### config.mk
export PLATFORM = sky130hd
export DESIGN_NAME = pc_unit_ras
export DESIGN_NICKNAME = d
export VERILOG_FILES = /design/src/rtl/pc_unit_ras.sv
export SDC_FILE = /design/constraint.sdc
export NUM_CORES = 1
export LEC_CHECK = 0
export ABC_CLOCK_PERIOD_IN_PS = 3400
export CAP_MARGIN = 20
export CORE_AREA = 2 2 147 149
export CTS_CLUSTER_DIAMETER = 200
export DETAILED_ROUTE_END_ITERATION = 16
export DIE_AREA = 0 0 149 151
export PLACE_DENSITY_LB_ADDON = 0.05
export SYNTH_ARGS = -nofsm -noshare
export SYNTH_HDL_FRONTEND = slang
export SYNTH_SLANG_ARGS = --single-unit
### constraint.sdc
create_clock -name clk -period 3.4 [get_ports clk]
set_input_delay 0.68 -clock clk [delete_from_list [all_inputs] [get_ports clk]]
set_output_delay 0.68 -clock clk [all_outputs]
set_load 0.01 [all_outputs]
### src/rtl/pc_unit_ras.sv
// Program-counter unit with a return-address stack.
// Picks the next fetch PC from increment, PC-relative branch, absolute jump,
// call (jump + push) and return (pop). Priority: stall > ret > call > jmp > br > inc.
// The stack is a circular buffer, so pushing while full overwrites the oldest entry.
module pc_unit_ras #(
  parameter int unsigned      WIDTH     = 32,
  parameter logic [WIDTH-1:0] RESET_VEC = '0,
  parameter int unsigned      INC       = 4,
  parameter int unsigned      RAS_DEPTH = 4
) (
  input  logic             clk,
  input  logic             rst,
  input  logic             stall,
  input  logic             br_taken,
  input  logic [WIDTH-1:0] br_offset,
  input  logic             jmp,
  input  logic             call,
  input  logic [WIDTH-1:0] jmp_target,
  input  logic             ret,
  output logic [WIDTH-1:0] pc_out,
  output logic [WIDTH-1:0] pc_plus,
  output logic             ras_empty,
  output logic             ras_full,
  output logic             ras_overflow,
  output logic             ras_underflow,
  output logic             misalign
);

  localparam int unsigned      PtrW   = (RAS_DEPTH > 1) ? $clog2(RAS_DEPTH) : 1;
  localparam int unsigned      CntW   = PtrW + 1;
  localparam logic [WIDTH-1:0] IncW   = WIDTH'(INC);
  localparam logic [CntW-1:0]  DepthC = CntW'(RAS_DEPTH);

  // Architectural state
  logic [WIDTH-1:0] r_pc;
  logic [WIDTH-1:0] r_ras [RAS_DEPTH];
  logic [PtrW-1:0]  r_top;   // index of the most recently pushed entry
  logic [CntW-1:0]  r_cnt;   // valid entries, 0..RAS_DEPTH
  logic             r_ovf;
  logic             r_unf;

  // Next-state and helper nets
  logic [WIDTH-1:0] w_pc_plus;
  logic [WIDTH-1:0] w_br_tgt;
  logic [WIDTH-1:0] w_pc_next;
  logic [PtrW-1:0]  w_top_inc;
  logic [PtrW-1:0]  w_top_dec;
  logic [PtrW-1:0]  w_top_next;
  logic [CntW-1:0]  w_cnt_next;
  logic             w_empty;
  logic             w_full;
  logic             w_do_ret;
  logic             w_push;
  logic             w_pop;
  logic             w_ovf_next;
  logic             w_unf_next;

  assign w_pc_plus = r_pc + IncW;
  assign w_br_tgt  = r_pc + br_offset;
  assign w_empty   = (r_cnt == '0);
  assign w_full    = (r_cnt == DepthC);
  assign w_top_inc = r_top + PtrW'(1);
  assign w_top_dec = r_top - PtrW'(1);

  // A stalled cycle performs no request; ret masks call so ret+call never pushes.
  assign w_do_ret = ~stall & ret;
  assign w_push   = ~stall & ~ret & call;
  assign w_pop    = w_do_ret & ~w_empty;

  // Next-PC selection by priority
  always_comb begin
    w_pc_next = w_pc_plus;
    if (stall) begin
      w_pc_next = r_pc;
    end else if (ret) begin
      // Return with nothing on the stack falls through to the next instruction.
      w_pc_next = w_empty ? w_pc_plus : r_ras[r_top];
    end else if (call || jmp) begin
      w_pc_next = jmp_target;
    end else if (br_taken) begin
      w_pc_next = w_br_tgt;
    end
  end

  // Stack pointer, occupancy and sticky error flags
  always_comb begin
    w_top_next = r_top;
    w_cnt_next = r_cnt;
    if (w_push) begin
      w_top_next = w_top_inc;
      // When full the push lands on the oldest slot, so occupancy saturates.
      w_cnt_next = w_full ? r_cnt : r_cnt + CntW'(1);
    end else if (w_pop) begin
      w_top_next = w_top_dec;
      w_cnt_next = r_cnt - CntW'(1);
    end
    w_ovf_next = r_ovf | (w_push & w_full);
    w_unf_next = r_unf | (w_do_ret & w_empty);
  end

  // PC, pointer, count and flag registers
  always_ff @(posedge clk or negedge rst) begin
    if (!rst) begin
      r_pc  <= RESET_VEC;
      r_top <= '0;
      r_cnt <= '0;
      r_ovf <= 1'b0;
      r_unf <= 1'b0;
    end else begin
      r_pc  <= w_pc_next;
      r_top <= w_top_next;
      r_cnt <= w_cnt_next;
      r_ovf <= w_ovf_next;
      r_unf <= w_unf_next;
    end
  end

  // Return-address storage; a push writes one slot past the current top
  always_ff @(posedge clk or negedge rst) begin
    if (!rst) begin
      for (int i = 0; i < int'(RAS_DEPTH); i++) begin
        r_ras[i] <= '0;
      end
    end else if (w_push) begin
      r_ras[w_top_inc] <= w_pc_plus;
    end
  end

  assign pc_out        = r_pc;
  assign pc_plus       = w_pc_plus;
  assign ras_empty     = w_empty;
  assign ras_full      = w_full;
  assign ras_overflow  = r_ovf;
  assign ras_underflow = r_unf;
  assign misalign      = |r_pc[1:0];

endmodule

==> impl_metrics.yaml <==
run_status:
  status: "completed"
synthesis:
  synth-warning-count: 0
  yosysTopAreaCell: "dfrtp_1"
  avgSynthCellArea_sq_um: 9.193
  synthesis.area_sq_mm: 0.01031
  ys_seq_area_frac: 0.4051
  ys_seq_elements: 167
  synth.top_cells.by_area: "dfrtp_1 (41%), a21oi_1 (7.9%), mux4_2 (7.0%)"
  synthAdderAreaFrac: 0.04755
  yosys.cell_types.count: 73
  synthXorXnorAreaFrac: 0.04415
  yosys.area_share.simple: 0.1488
  synth_top_area_frac: 0.4051
  ys.flop_type: "dfrtp_1"
  syn_nets: 1231
  synth_edf_count: 0
  synth-compound-area-share: 0.2123
  synth_mux_area_frac: 0.09243
  postSynthCellCount: 1122
  synth_top_family_by_area: "compound AO/OA/AOI/OAI gates"
  async_flop_share: 1.000
pwr:
  power_mw: 13.12
  power_density_mw_per_mm2: 974.8
  p_leak_nw: 5.857
  peakVddDrop_v: 0.0004285
global_routing:
  antenna_found_initial: 0
  grt.total_usage: 0.3068
  grt_pass1_vias: 9293
  grt_start_max_net_pins: 81
  grt_pass1_wl_um: 52380
  grt_overflow_total: 0
place:
  routabilityCongestion: 0.9427
  port_buffers: 139
  placement.cell_area_sq_mm: 0.01266
  hpwl_um: 25300
clock_network:
  cts_max_level: 4
  cts.path.max_buffers: 2
  cts_sinks: 167
  cts_made_buffers: 17
  cts_root_buffer: "clkbuf_16"
  clk_pin_slew_worst_paths_ns: 0.07
  cts_tree: "done"
  clk_latency_ns: 0.43
cells_and_area:
  fin_area_sq_mm: 0.01345
  antennaDiodeCount: 0
  regArea_sq_mm: 0.004185
  area_delta_synth_final_pct: 30.43
  layout_commonest_cell: "a21oi_1"
  multiInputGateArea_sq_mm: 0.005774
  postLayoutCoreUtil: 0.6461
  fin_nets: 1437
  final_cell_mix: "a21oi_1 (163), nor2_1 (162), dfrtp_1 (162)"
  drive_gt1_frac: 0.1887
  fill_cells: 1782
floorplan:
  die_h_um: 151
  initial_core_util: 0.4954
  core-area_sq_mm: 0.02082
  die_w_um: 149
  placementRows: 53
  die-area_sq_mm: 0.02250
  io_pins: 140
setup_path:
  startpoint: "pc_out[5]"
  crit_path_end_kind: "output pin"
  arrival_ns: 2.71
  cp-endpoint: "pc_plus[15]"
  critical_path_class: "flop to output pin"
  r2r-start: "pc_out[9]"
  critical_path_required_ns: 2.72
  reg2reg_slack_ns: 0.44
  rr_endpoint: "pc_out[19]"
  cp-start-kind: "flop"
  worst_r2r_path_depth: 10
  worst-path-max-fanout: 6
routing:
  firstDrtPassIters: 5
  drt_iter0_markers: 954
  routedWlPerCell_um: 20.99
  via_count: 9735
  drc: 0
  wl_um: 33920
  ant_nets: 0
  viasPerCell: 6.024
sta:
  max-slew-margin-rel: 0.4842
  fin_crit_sh: 0.9958
  maxSlewViolCount: 0
  holdWs_ns: 0.2828
  max_freq_mhz: 295.4
  hold_violations: 0
  setup_tns_ns: 0
  finalSetupViolCount: 0
  max_slew.worst_pin.slew_ns: 0.7737
  rsz0062_at_grt: "yes"
  finalCriticalPeriod_ns: 3.386
  fin_skew_ns: 0.008581
run:
  drv_cap: 0
min_path:
  hp-class: "input pin to asynchronous set/reset pin"
-- Yosys cell counts, types with 6 or more instances --
cell       instances
o21ai_0           54
a211oi_1          11
a222oi_1          12
and3_1            14
nor3_1            14
buf_1              7
o2111ai_1          7
o211ai_1           8
o31ai_1            7
nand4_1           11
clkbuf_1          66
a21o_1            19
a31oi_1           15
nand3_1           26
mux4_2            32
mux2_2            18
dfrtp_1          167
nor4_1             6
nor2_1           163
ha_1              36
inv_1             49
o221ai_1          10
a21oi_1          163
xnor2_1           29
nand2_1           55
a22oi_1            8
xor2_1            23
-- sequential cells by signal (all words and copies together) (netlist names) --
name	flops
pc_out	32
r_cnt	3
ras_underflow	1
r_top	2
r_ras	128
ras_overflow	1
-- per-stage QoR --
stage	std cells	worst slack, ns
floorplan	1122	0.4624
global route	1616	-0.1106
detailed placement	1577	-0.3507
global placement	1577	-0.2760
finish	1616	0.01423
CTS	1613	0.01753
-- metal layers --
metal | vias to the layer above | share of wire | GRT usage
met5 | - | 0 | 0
met2 | 455 | 0.44 | 0.4592
li1 | 4494 | - | -
met4 | 0 | 0.023 | 0.09190
met1 | 4726 | 0.45 | 0.4570
met3 | 60 | 0.084 | 0.05482
-- cell families (layout without fill, tap and decap cells) --
kind of cell | count (synthesis) | count (layout)
compound gates | 353 | 353
xor+xnor | 52 | 52
fa+ha+maj | 38 | 38
buf+inv | 131 | 350
mux | 53 | 53
flops | 167 | 167
simple gates | 328 | 328
-- what timing repair did --
action | CTS | global route
resized for setup | 11 | 22
setup endpoints to repair | 12 | 20
hold buffers | 0 | 0
buffers inserted | 4 | 3
pin swaps | 3 | 4
-- area by class of cell --
class | instances | share of cell area
timing repair buffer | 267 | 0.1769
clock inverter | 13 | 0.01014
tap | 275 | 0.02557
inverter | 51 | 0.01423
clock buffer | 19 | 0.03292
sequential | 167 | 0.3111
multi-input combinational | 824 | 0.4292
-- power breakdown --
group	total [mW]	internal (mW)	switching (mW)
Clock	1.92	1.05	0.871
Combinational	7.41	3.56	3.86
Sequential	3.78	2.99	0.794
Total	13.1	7.59	5.52
-- worst min path at each step --
stage,end,slack [ns],cells past startpoint,from
after CTS,r_ras[34],0.33,1,rst
after global routing,r_ras[34],0.33,1,rst
after detailed placement,ras_overflow,0.44,1,ras_overflow
final,r_ras[34],0.28,1,rst
after global placement,ras_overflow,0.44,1,ras_overflow
after floorplan,pc_out[0],0.38,0,rst
-- critical path, stage by stage (launching register included) --
cell,delay [ns]
dfrtp_1,0.42
and4_1,0.30
nand4_4,0.25
buf_4,0.24
nor3_1,0.29
xnor2_2,0.17
inv_1,0.08
clkdlybuf4s50_1,0.53
Power figures use the tool's default switching activity.
==> RTL change: new RTL, config.mk and constraints unchanged <==
Make the reset (`rst`) synchronous in 2 clocked blocks.
--- a/src/rtl/pc_unit_ras.sv
+++ b/src/rtl/pc_unit_ras.sv
@@ -99,7 +99,7 @@
   end
 
   // PC, pointer, count and flag registers
-  always_ff @(posedge clk or negedge rst) begin
+  always_ff @(posedge clk) begin
     if (!rst) begin
       r_pc  <= RESET_VEC;
       r_top <= '0;
@@ -116,7 +116,7 @@
   end
 
   // Return-address storage; a push writes one slot past the current top
-  always_ff @(posedge clk or negedge rst) begin
+  always_ff @(posedge clk) begin
     if (!rst) begin
       for (int i = 0; i < int'(RAS_DEPTH); i++) begin
         r_ras[i] <= '0;
Function: differs if rst is asserted again (counterexample within 4 cycles, from zero or initial values and one cycle with rst low); with rst held inactive, the same outputs for 4 cycles.
==> RTL change against the unedited design <==
Non-clock buffer count fell by 9; routed wire length is 1.7% higher; final area increased by 0.44%; synthesized area up 1.5%; sequential cell count is 2 higher; worst setup slack better by 34 ps; highest routed layer unchanged.
Power is not compared: it rests on default switching activity, and its combinational part moved more than twofold at a synthesized area within 25%.
==> RTL change: results (changes against the unedited design) <==
asr flop ratio synth=0% (-100 points); Adder-Cell Fraction of Synth Area=4.21% (-0.55 points); sequential share of the synthesized area=44.6% (+4.0 points); Overall Global Routing Usage=31.0% (+0.30 points); routed wire length per instance=21.7 µm (+3.4%); buffering overhead=17.0% (-0.67 points); outcome=complete, no violations; most used routing layer=met2; share of cells above drive strength 1=17.4% (-1.4 points); Crit. Startpoint=pc_out[2]; Synth Area in XOR/XNOR=4.42% (+0.0063 points); Inverters=59 (+16%); hold_ws=489 ps (+207 ps); HP Class=flop to flop; Layout Nets=1406 (-2.2%); met2 WL post-DR=15300 µm (+1.8%); mux share of post-synthesis cell area=7.30% (-1.9 points); crit path to=pc_plus[27]; Metal-1 WL=15500 µm (+2.1%); worst-margin pin slew=818 ps (+44.8 ps); Finished Layout Cells=1589 (-1.7%); most common cell in the netlist=nor2_1; CP max stage cell=clkdlybuf4s50_1; Netlist cell types=81 (+11%); #MultiIn Comb=796 (-3.4%); first-pass GRT wire length=52300 µm (-0.24%); GP Congestion=0.913 (-3.1%); Synth Net Count=1202 (-2.4%); seq_cells=169 (+1.2%); DR vias=9591 (-1.5%); DR iter-0 viols=999 (+4.7%); Area contributors post-synth=edfxtp_1 37%, dfxtp_1 7.8%, mux4_2 6.9%, nor2_1 5.4%, ha_1 3.8%; Biggest register=r_ras; metal3 WL=2910 µm (+2.8%); largest net degree at the start of global routing=52 (-36%); post-cts repair resize count=10 (-1); most frequent cells after synthesis=151 x nor2_1, 128 x edfxtp_1, 99 x nand2_1; DP HPWL=25600 µm (+1.1%); CP arrival=2670 ps (-40 ps); Worst Clk Skew=12.6 ps (+3.98 ps); CP max stage delay=570 ps (+40 ps); Compound-Gate Fraction of Synth Area=16.7% (-4.6 points); Post-synth EDFFs=128 (+128); Reg2Reg Launch Point=pc_out[1]; postcts setup bufs=0 (-4); bufs w/o clock=258 (-3.4%); worst r2r dst=pc_out[30]; ClkCell Share=4.40% (+0.092 points); GR Util met3=4.16% (-1.3 points); met1 usage=46.7% (+0.97 points); vias in the first global route=9030 (-2.8%); Primary FF master, synth=edfxtp_1; Fillers=1783 (+0.056%); crit path max fanout=5 (-1)
-- RTL change: cell types whose count changed in the layout (fill, tap and decap cells not counted), moves of 10 or more --
cell      change
mux2_2       -15
edfxtp_1    +128
dfxtp_1      +35
o22ai_1      +11
dfrtp_1     -162
nor2_1       -12
nand2_1      +44
a21oi_1      -90
nor3_1       +36
a222oi_1     -10
-- RTL change: stage by stage --
| stage | worst slack, ps | cell area [µm²] | setup TNS (ps) | utilization (%) |
|---|---|---|---|---|
| 5_1_grt | -19.7 | 13500 | -30.9 | 64.9 |
| 3_5_place_dp | -272 | 12800 | -633 | 61.6 |
| 2_1_floorplan | -858 | 10500 | -82330 | - |
| 4_1_cts | 7.76 | 13500 | 0 | 64.6 |
| 3_3_place_gp | -202 | 12800 | -454 | 61.6 |
| 6_report | 48.3 | 13500 | 0 | 64.9 |
